$ cat src/rtl/pipe_pkg.sv
// Shared defaults and named stage indices for the in-order MIPS pipeline controller.
package pipe_pkg;

   localparam int DEF_NUM_STAGES  = 5;
   localparam int DEF_FLUSH_STAGE = 3;
   localparam int DEF_PC_W        = 32;
   localparam int DEF_CNT_W       = 32;

   typedef enum int {
      STAGE_IF  = 0,
      STAGE_ID  = 1,
      STAGE_EX  = 2,
      STAGE_MEM = 3,
      STAGE_WB  = 4
   } stage_e;

endpackage

$ cat src/rtl/pipe_ctrl_if.sv
// Request/control bundle between the pipeline stages and pipe_ctrl.
interface pipe_ctrl_if import pipe_pkg::*; #(
   parameter int NUM_STAGES = DEF_NUM_STAGES,
   parameter int PC_W       = DEF_PC_W
) ();

   logic [NUM_STAGES-1:0] stallreq;
   logic                  flushreq;
   logic [PC_W-1:0]       flush_pc;
   logic [NUM_STAGES-1:0] stall;
   logic [NUM_STAGES-1:0] bubble;
   logic [NUM_STAGES-1:0] flush;
   logic                  pc_load;
   logic [PC_W-1:0]       pc_target;

   modport master (
      output stallreq, flushreq, flush_pc,
      input  stall, bubble, flush, pc_load, pc_target
   );

   modport slave (
      input  stallreq, flushreq, flush_pc,
      output stall, bubble, flush, pc_load, pc_target
   );

endinterface

$ cat src/rtl/perf_counter.sv
// Wrap-around event counter with increment enable and asynchronous active-low clear.
module perf_counter #(
   parameter int CNT_W = 32
) (
   input  logic             clk,
   input  logic             rst,
   input  logic             inc,
   output logic [CNT_W-1:0] count
);

   always_ff @(posedge clk or negedge rst) begin
      if (!rst)
         count <= '0;
      else if (inc)
         count <= count + CNT_W'(1);
   end

endmodule

$ cat src/rtl/pipe_ctrl.sv
// N-stage pipeline controller: masks stall requests by occupancy, priority-encodes the
// oldest stalling stage into hold/bubble vectors, arbitrates the flush and tracks occupancy.
module pipe_ctrl import pipe_pkg::*; #(
   parameter int NUM_STAGES  = DEF_NUM_STAGES,
   parameter int FLUSH_STAGE = DEF_FLUSH_STAGE,
   parameter int PC_W        = DEF_PC_W,
   parameter int CNT_W       = DEF_CNT_W
) (
   input  logic                  clk,
   input  logic                  rst,
   pipe_ctrl_if.slave            bus,
   output logic [NUM_STAGES-1:0] stage_valid,
   output logic [CNT_W-1:0]      stall_cnt,
   output logic [CNT_W-1:0]      flush_cnt,
   output logic [CNT_W-1:0]      retire_cnt
);

   logic [NUM_STAGES-1:0] v;
   logic [NUM_STAGES-1:0] v_next;
   logic [NUM_STAGES-1:0] req;
   logic [NUM_STAGES-1:0] stall_c;
   logic [NUM_STAGES-1:0] bubble_c;
   logic [NUM_STAGES-1:0] flush_c;
   logic [PC_W-1:0]       target;
   logic                  older_req;
   logic                  flush_taken;
   int                    top;

   assign req         = bus.stallreq & v;
   assign older_req   = |req[NUM_STAGES-1:FLUSH_STAGE+1];
   assign flush_taken = bus.flushreq & v[FLUSH_STAGE] & ~older_req;

   // The oldest requesting stage holds itself and everything younger; the stage after it
   // receives a bubble. A taken flush overrides stall/bubble over the region it kills.
   always_comb begin
      top      = -1;
      stall_c  = '0;
      bubble_c = '0;
      flush_c  = '0;
      for (int s = 0; s < NUM_STAGES; s++)
         if (req[s]) top = s;
      for (int s = 0; s < NUM_STAGES; s++) begin
         stall_c[s]  = (s <= top);
         bubble_c[s] = (top >= 0) && (s == top + 1);
      end
      if (flush_taken) begin
         for (int s = 0; s <= FLUSH_STAGE + 1; s++) begin
            stall_c[s]  = 1'b0;
            bubble_c[s] = 1'b0;
            flush_c[s]  = (s >= 1);
         end
      end
   end

   // Occupancy follows the instructions: held stages keep theirs, bubbles empty a stage,
   // everything else inherits from the stage behind; IF always refills unless held.
   always_comb begin
      v_next    = v;
      v_next[0] = stall_c[0] ? v[0] : 1'b1;
      for (int s = 1; s < NUM_STAGES; s++) begin
         if (stall_c[s])
            v_next[s] = v[s];
         else if (bubble_c[s])
            v_next[s] = 1'b0;
         else
            v_next[s] = v[s-1];
      end
      if (flush_taken) begin
         v_next[0] = 1'b1;
         for (int s = 1; s <= FLUSH_STAGE + 1; s++)
            v_next[s] = 1'b0;
      end
   end

   always_ff @(posedge clk or negedge rst) begin
      if (!rst)
         v <= '0;
      else
         v <= v_next;
   end

   assign target        = bus.flush_pc;
   assign bus.pc_target = target;
   assign bus.stall     = stall_c;
   assign bus.bubble    = bubble_c;
   assign bus.flush     = flush_c;
   assign bus.pc_load   = flush_taken;
   assign stage_valid   = v;

   perf_counter #(.CNT_W(CNT_W)) u_stall_cnt (
      .clk   (clk),
      .rst   (rst),
      .inc   (|req),
      .count (stall_cnt)
   );

   perf_counter #(.CNT_W(CNT_W)) u_flush_cnt (
      .clk   (clk),
      .rst   (rst),
      .inc   (flush_taken),
      .count (flush_cnt)
   );

   perf_counter #(.CNT_W(CNT_W)) u_retire_cnt (
      .clk   (clk),
      .rst   (rst),
      .inc   (v[NUM_STAGES-1] & ~stall_c[NUM_STAGES-1]),
      .count (retire_cnt)
   );

endmodule

$ cat src/flat_wrapper.sv
// flat-port wrapper written by rule: the top's interface ports become plain ports
module pipe_ctrl_flat import pipe_pkg::*;
#(
   parameter int NUM_STAGES  = DEF_NUM_STAGES,
   parameter int FLUSH_STAGE = DEF_FLUSH_STAGE,
   parameter int PC_W        = DEF_PC_W,
   parameter int CNT_W       = DEF_CNT_W
)
  (clk, rst, stage_valid, stall_cnt, flush_cnt, retire_cnt, bus_stallreq, bus_flushreq, bus_flush_pc, bus_stall, bus_bubble, bus_flush, bus_pc_load, bus_pc_target);
  pipe_ctrl_if #(.NUM_STAGES(NUM_STAGES), .PC_W(PC_W)) bus_i ();
  input  logic clk;
  input  logic rst;
  output logic [NUM_STAGES-1:0] stage_valid;
  output logic [CNT_W-1:0] stall_cnt;
  output logic [CNT_W-1:0] flush_cnt;
  output logic [CNT_W-1:0] retire_cnt;
  input wire logic [$bits(bus_i.stallreq)-1:0] bus_stallreq;
  input wire logic [$bits(bus_i.flushreq)-1:0] bus_flushreq;
  input wire logic [$bits(bus_i.flush_pc)-1:0] bus_flush_pc;
  output wire logic [$bits(bus_i.stall)-1:0] bus_stall;
  output wire logic [$bits(bus_i.bubble)-1:0] bus_bubble;
  output wire logic [$bits(bus_i.flush)-1:0] bus_flush;
  output wire logic [$bits(bus_i.pc_load)-1:0] bus_pc_load;
  output wire logic [$bits(bus_i.pc_target)-1:0] bus_pc_target;
  assign bus_i.stallreq = bus_stallreq;
  assign bus_i.flushreq = bus_flushreq;
  assign bus_i.flush_pc = bus_flush_pc;
  assign bus_stall = bus_i.stall;
  assign bus_bubble = bus_i.bubble;
  assign bus_flush = bus_i.flush;
  assign bus_pc_load = bus_i.pc_load;
  assign bus_pc_target = bus_i.pc_target;
  pipe_ctrl #(.NUM_STAGES(NUM_STAGES), .FLUSH_STAGE(FLUSH_STAGE), .PC_W(PC_W), .CNT_W(CNT_W)) u_core (.clk(clk), .rst(rst), .bus(bus_i), .stage_valid(stage_valid), .stall_cnt(stall_cnt), .flush_cnt(flush_cnt), .retire_cnt(retire_cnt));
endmodule
$ cat config.mk
export PLATFORM = sky130hd
export DESIGN_NAME = pipe_ctrl_flat
export DESIGN_NICKNAME = d
export VERILOG_FILES = /design/src/rtl/pipe_pkg.sv /design/src/rtl/pipe_ctrl_if.sv /design/src/rtl/perf_counter.sv /design/src/rtl/pipe_ctrl.sv /design/src/flat_wrapper.sv
export SDC_FILE = /design/constraint.sdc
export NUM_CORES = 1
export LEC_CHECK = 0
export ABC_CLOCK_PERIOD_IN_PS = 2800
export CORE_ASPECT_RATIO = 1.75
export CORE_MARGIN = 1
export CORE_UTILIZATION = 35
export CTS_BUF_LIST = sky130_fd_sc_hd__clkbuf_2 sky130_fd_sc_hd__clkbuf_4 sky130_fd_sc_hd__clkbuf_8
export CTS_CLUSTER_SIZE = 14
export DETAILED_ROUTE_END_ITERATION = 6
export PLACE_DENSITY_LB_ADDON = 0.3
export SLEW_MARGIN = 20
export SYNTH_ARGS = -nofsm -noshare
export SYNTH_HDL_FRONTEND = slang
export SYNTH_HIERARCHICAL = 1
export SYNTH_SLANG_ARGS = --single-unit
$ cat constraint.sdc
create_clock -name clk -period 2.8 [get_ports clk]
set_clock_uncertainty 0.1 [all_clocks]
set_input_delay 0.42 -clock clk [delete_from_list [all_inputs] [get_ports clk]]
set_output_delay 0.42 -clock clk [all_outputs]
set_load 0.01 [all_outputs]
==> results of run 1 <==
## final cells by class
cell class                 instances  area, um2
clock buffer                      11        145
clock inverter                     5       57.6
fill                            1356       7340
inverter                          13       53.8
multi-input combinational        323       2360
sequential                       101       2530
tap                              180        225
timing repair buffer             182       1660
## cells by family (layout without fill, tap and decap cells)
| kind of cell | Yosys count | in the layout | synth area share, % |
|---|---|---|---|
| simple gates | 204 | 204 | 23.9 |
| flops | 101 | 101 | 49.0 |
| xor+xnor | 93 | 93 | 15.8 |
| buf+inv | 53 | 211 | 6.72 |
| compound gates | 15 | 15 | 2.06 |
| fa+ha+maj | 7 | 7 | 1.70 |
| mux | 3 | 3 | 0.655 |
| other cells | 1 | 1 | 0.0728 |
## state kept, by name (all words and copies together), names as in the netlist
signal                     cells
u_core/u_retire_cnt/count     32
u_core/u_stall_cnt/count      32
u_core/u_flush_cnt/count      32
u_core/stage_valid             5
## through the flow
step                      instance area (um2)  setup WS, ps  total power [mW]
after floorplan                          5170          -216              2.63
after global placement                   6690         -1190              3.45
after detailed placement                 6690         -1280              3.48
after CTS                                6970          -589              4.56
after global routing                     7030          -708              4.84
final                                    7030          -543              4.56
## placed cells by master (no fill, tap or decap), types with 7 or more instances in the layout
| master | count |
|---|---|
| and2_1 | 8 |
| and3_1 | 12 |
| and4_1 | 9 |
| buf_4 | 58 |
| clkbuf_8 | 10 |
| clkdlybuf4s50_1 | 111 |
| dfrtp_1 | 100 |
| inv_1 | 7 |
| nand2_1 | 43 |
| nand3_1 | 29 |
| nand4_1 | 31 |
| nor2_1 | 13 |
| nor3_1 | 16 |
| nor4_1 | 12 |
| nor4_2 | 8 |
| xnor2_1 | 57 |
| xor2_1 | 36 |
## report_power, final
part	leakage [nW]	internal, mW	total [mW]	switching, mW
sequential	1.34	1.62	1.87	0.240
combinational	1.67	0.947	1.74	0.794
clock	0.108	0.452	0.955	0.503
total	3.12	3.02	4.56	1.54
## routing by layer
layer,track usage [%],vias up,wire length [um]
met2,32.7,115,7070
met5,0,-,0
met3,2.66,31,559
li1,-,1957,-
met4,8.53,0,348
met1,19.5,2039,4890
## final timing paths
path / from / cells after the start / endpoint
max in group asynchronous: rst / 3 / u_core/u_stall_cnt/count[28]$_DFFE_PN0P_
worst min register to register: u_core/u_retire_cnt/count[31]$_DFFE_PN0P_ / 1 / u_core/u_retire_cnt/count[31]$_DFFE_PN0P_
worst min-delay path: u_core/u_retire_cnt/count[31]$_DFFE_PN0P_ / 1 / u_core/u_retire_cnt/count[31]$_DFFE_PN0P_
min in group asynchronous: rst / 2 / u_core/u_retire_cnt/count[12]$_DFFE_PN0P_
worst max register to register: u_core/stage_valid[2]$_DFFE_PN0P_ / 10 / u_core/stage_valid[3]$_DFFE_PN0P_
worst max-delay path: u_core/stage_valid[2]$_DFFE_PN0P_ / 9 / bus_bubble[1]
## repair_timing
item                                   4_1_cts  5_1_grt
pin swaps                                    6        3
buffers inserted                             6        5
endpoints found under the hold margin       42        0
hold buffers                                 1        0
setup endpoints to repair                   17       16
resized for setup                           33       10
==> flow_metrics.tcl, run 1 <==
set metrics [dict create \
    gp_congestion 0.863 \
    grtUsageTotal_pct 17.8 \
    synth-main-ff-cell "dfrtp_1" \
    seq_area_frac_synth_pct 49.0 \
    post-place-cells 787 \
    fin_crit_ps 3340 \
    grt_max_degree 45 \
    rsz0062_at_grt "yes" \
    synth_cells 477 \
    worst-endpoint-required_ps 2280 \
    synth-seq-cells 101 \
    fin_nets 677 \
    crit_type "register to output pin" \
    cts_buffer_depth 2 \
    min_path_type "register to register" \
    final_core_util_pct 48.9 \
    row_count 58 \
    avgSynthCellArea_um2 10.8 \
    leakage_nw 3.12 \
    die_w_um 93.7 \
    area_delta_synth_final_pct 36.4 \
    htreeDepth 3 \
    critPathMaxStageDelay_ps 460 \
    yosysMostFrequentCell "dfrtp_1" \
    slew_headroom_pct 52.6 \
    synthTopCellsByCount "dfrtp_1, xnor2_1, nand2_1" \
    synth_cell_types 42 \
    path_delay_family "simple AND/OR/NAND/NOR gates" \
    whs_ps 382 \
    crit_path_start_kind "register" \
    setup_violations 5 \
    antenna_found_initial 0 \
    critical-path-slowest-cell "or4_4" \
    routed_wl_um 12900 \
    report.final.slew_viol_count 0 \
    fin_cells 815 \
    routed_via_density 5.08 \
    place_hpwl_um 9670 \
    core_area_um2 14400 \
    r2r_slack_ps 110 \
    insertion_delay_ps 360 \
    syn_area_um2 5150 \
    start_util_pct 35.9 \
    portBuffers 123 \
    num_antenna_cells 0 \
    finalCritPeriodShare_pct 119 \
    setup_ws_ps -543 \
    violations "setup timing" \
    num_vias 4142 \
    drtAntennaViolNets 0 \
    dieArea_um2 15200 \
    hold_violations 0 \
    async_flop_share_pct 100 \
    io_pins 189 \
    cts.sinks 101 \
    finalSetupTns_ps -2490 \
    powerDensity_nw_per_um2 649 \
    drive_gt1_share_pct 18.7 \
    first_global_vias 4216 \
    path_buf_inv 3 \
    worstSetupEndpointType "output pin" \
    outcome "complete, but fails checks" \
    drc 0 \
    wl_per_cell_um 15.8 \
    drt_iter0_drc 189 \
    dr.pass1.iters 6 \
    cp_cell_sequence "a222oi_1 -> buf_4 -> and2_4 -> inv_2 -> ha_4 -> or2_1 -> or4_4 -> nor4_4 -> buf_2" \
    clk_pin_slew_ps 100 \
    synth_top_cell_by_area "dfrtp_1" \
    ir_drop_uv 450 \
    tightest_slew_ps 706 \
    overflow 0 \
    numCtsBuffers 9 \
    crit_fanout 6 \
    cts_root_buf "clkbuf_8" \
    max_cap_viol_count 0 \
    cts_tree "done" \
    clock.fmax_mhz 299 \
    crit_arrival_ps 2820 \
    grt_pass1_wl_um 21200 \
    synthTopCellsByArea "dfrtp_1, xnor2_1, xor2_1" \
    synth_nets 524 \
    yosys_warnings 6 \
    die_y_um 163 \
    synth_top_area_share_pct 49.0 \
    synth_edf_count 0 \
]
No activity file was read; power rests on OpenSTA's default activity.
==> run 2: changes to the inputs <==
- REMOVE_ABC_BUFFERS: not set -> 1
==> run 2 against run 1 <==
Setup slack worse by 14 ps. Critical path depth is 1 lower. The flow still finishes with violations (setup timing). Combinational power about the same. Largest cell class unchanged. Die area unchanged. Utilization shrank 0.32 points. Power decreased by 1.7%. Critical path type unchanged. Maximum frequency fell by 0.41%. Global-route usage rose by 0.43 points. Highest routed layer unchanged.
==> flow_metrics.tcl, run 2 (synthesis gave the netlist of run 1 again) <==
set metrics [dict create \
    critical-path-slowest-cell "or4_4" \
    setup_ws_ps -557 \
    die_y_um 163 \
    worst-endpoint-required_ps 2280 \
    final_common_cell "clkdlybuf4s50_1" \
    hold_depth 1 \
    outcome "complete, but fails checks" \
    fin_crit_ps 3360 \
    fin_nets 674 \
    crit_arrival_ps 2840 \
    slew_headroom_pct 53.4 \
    timing.rr.end "u_core/stage_valid[3]$_DFFE_PN0P_" \
    place_hpwl_um 10200 \
    layout_common_cells "clkdlybuf4s50_1, dfrtp_1, xnor2_1" \
    dieArea_um2 15200 \
    finalSetupTns_ps -2730 \
    clock.fmax_mhz 298 \
    crit_type "register to output pin" \
    clk_pin_slew_ps 100 \
    insertion_delay_ps 370 \
    min_path_type "register to register" \
    num_vias 4140 \
    start_util_pct 35.9 \
    pre_cts_slack_ps -1170 \
    overflow 0 \
    worstSetupEndpointType "output pin" \
    cts_buffer_depth 2 \
    cts_tree "done" \
    dr.pass1.iters 5 \
    wl_per_cell_um 16.8 \
    powerDensity_nw_per_um2 642 \
    routed_via_density 5.10 \
    crit_fanout 5 \
    cts_root_buf "clkbuf_8" \
    min-delay-start "u_core/u_flush_cnt/count[31]$_DFFE_PN0P_" \
    row_count 58 \
    cts.sinks 101 \
    core_area_um2 14400 \
    report.final.slew_viol_count 0 \
    ff2ff_path_depth 11 \
    r2r-start "u_core/stage_valid[2]$_DFFE_PN0P_" \
    numCtsBuffers 9 \
    io_pins 189 \
    num_antenna_cells 0 \
    antenna_found_initial 0 \
    hold_violations 0 \
    crit_path_start_kind "register" \
    multiInputGateArea_um2 2340 \
    drive_gt1_share_pct 18.0 \
    reg.largest.list "u_core/u_flush_cnt/count x32, u_core/u_retire_cnt/count x32, u_core/u_stall_cnt/count x32" \
    path_buf_inv 2 \
    rsz0062_at_grt "yes" \
    grt_max_degree 53 \
    seqCellArea_um2 2530 \
    ir_drop_uv 464 \
    finalCritPeriodShare_pct 120 \
    tightest_slew_ps 694 \
    routed_wl_um 13600 \
    first_global_vias 4213 \
    die_w_um 93.7 \
    cp_cell_sequence "a222oi_1 -> and2_4 -> inv_4 -> ha_4 -> nand2b_4 -> or4_4 -> nor4_4 -> buf_2" \
    whs_endpoint "u_core/u_flush_cnt/count[31]$_DFFE_PN0P_" \
    leakage_nw 3.11 \
    max_cap_viol_count 0 \
    drc 0 \
    portBuffers 123 \
    violations "setup timing" \
    r2r_slack_ps -150 \
    n_fill_cell 1326 \
    drtAntennaViolNets 0 \
    area_delta_synth_final_pct 35.5 \
    htreeDepth 3 \
    gp_congestion 0.897 \
    drt_iter0_drc 176 \
    grtUsageTotal_pct 18.2 \
    critPathMaxStageDelay_ps 560 \
    grt_pass1_wl_um 21400 \
    setup_violations 7 \
    path_delay_family "simple AND/OR/NAND/NOR gates" \
]
[run 2: cell type report]
type	instances	share of cell area (%)
sequential	101	36.2
multi-input combinational	323	33.6
timing repair buffer	179	23.6
tap	180	3.22
clock buffer	11	2.08
inverter	13	0.770
clock inverter	5	0.627
[run 2: layer usage]
metal	part of all wire (%)	up-vias	routed length [um]	track usage, %
met5	0	-	0	1.39
met3	7.0	13	950	5.84
met1	40	2031	5390	21.0
met2	52	150	7060	31.3
li1	-	1946	-	-
met4	1.5	0	206	6.15
[run 2: per-stage QoR]
| stage | instances | total power [mW] | hold slack [ps] | util [%] | area, um2 |
|---|---|---|---|---|---|
| 2_1_floorplan | 437 | 2.53 | 24.4 | - | 4860 |
| 3_3_place_gp | 786 | 3.42 | 362 | 46.4 | 6670 |
| 3_5_place_dp | 786 | 3.45 | 365 | 46.4 | 6670 |
| 4_1_cts | 810 | 4.51 | 381 | 48.4 | 6950 |
| 5_1_grt | 812 | 4.76 | 409 | 48.6 | 6990 |
| 6_report | 812 | 4.49 | 375 | 48.6 | 6990 |
[run 2: power breakdown]
group          switching [mW]  leakage [nW]  internal (mW)  total [mW]
clock network           0.534        0.0915          0.370       0.903
registers               0.243          1.34           1.62        1.87
logic                   0.774          1.67          0.942        1.72
total                    1.55          3.11           2.94        4.49
[run 2: timing repair]
| action | in CTS | in global routing |
|---|---|---|
| gates cloned | 0 | 0 |
| pin swaps | 6 | 6 |
| endpoints found under the setup margin | 11 | 11 |
| hold endpoints to repair | 20 | 0 |
| setup buffers | 7 | 2 |
| resized for setup | 39 | 9 |
| hold buffers | 1 | 0 |
[run 2: worst max-delay path by stage]
stage / from / endpoint / slack [ps] / cells after the start
after detailed placement: bus_stallreq[4] / bus_bubble[1] / -1170 / 9
after global routing: u_core/stage_valid[2]$_DFFE_PN0P_ / bus_bubble[1] / -750 / 8
after CTS: u_core/stage_valid[2]$_DFFE_PN0P_ / bus_bubble[1] / -600 / 8
after floorplan: u_core/stage_valid[2]$_DFFE_PN0P_ / bus_bubble[0] / -380 / 7
final: u_core/stage_valid[2]$_DFFE_PN0P_ / bus_bubble[1] / -560 / 8
after global placement: bus_stallreq[4] / bus_bubble[1] / -1140 / 9
==> run 3: changes to the inputs <==
- CTS_CLUSTER_DIAMETER: not set -> 80
==> results of run 3 <==
Final layout, timing and power as in run 2 (identical DEF).
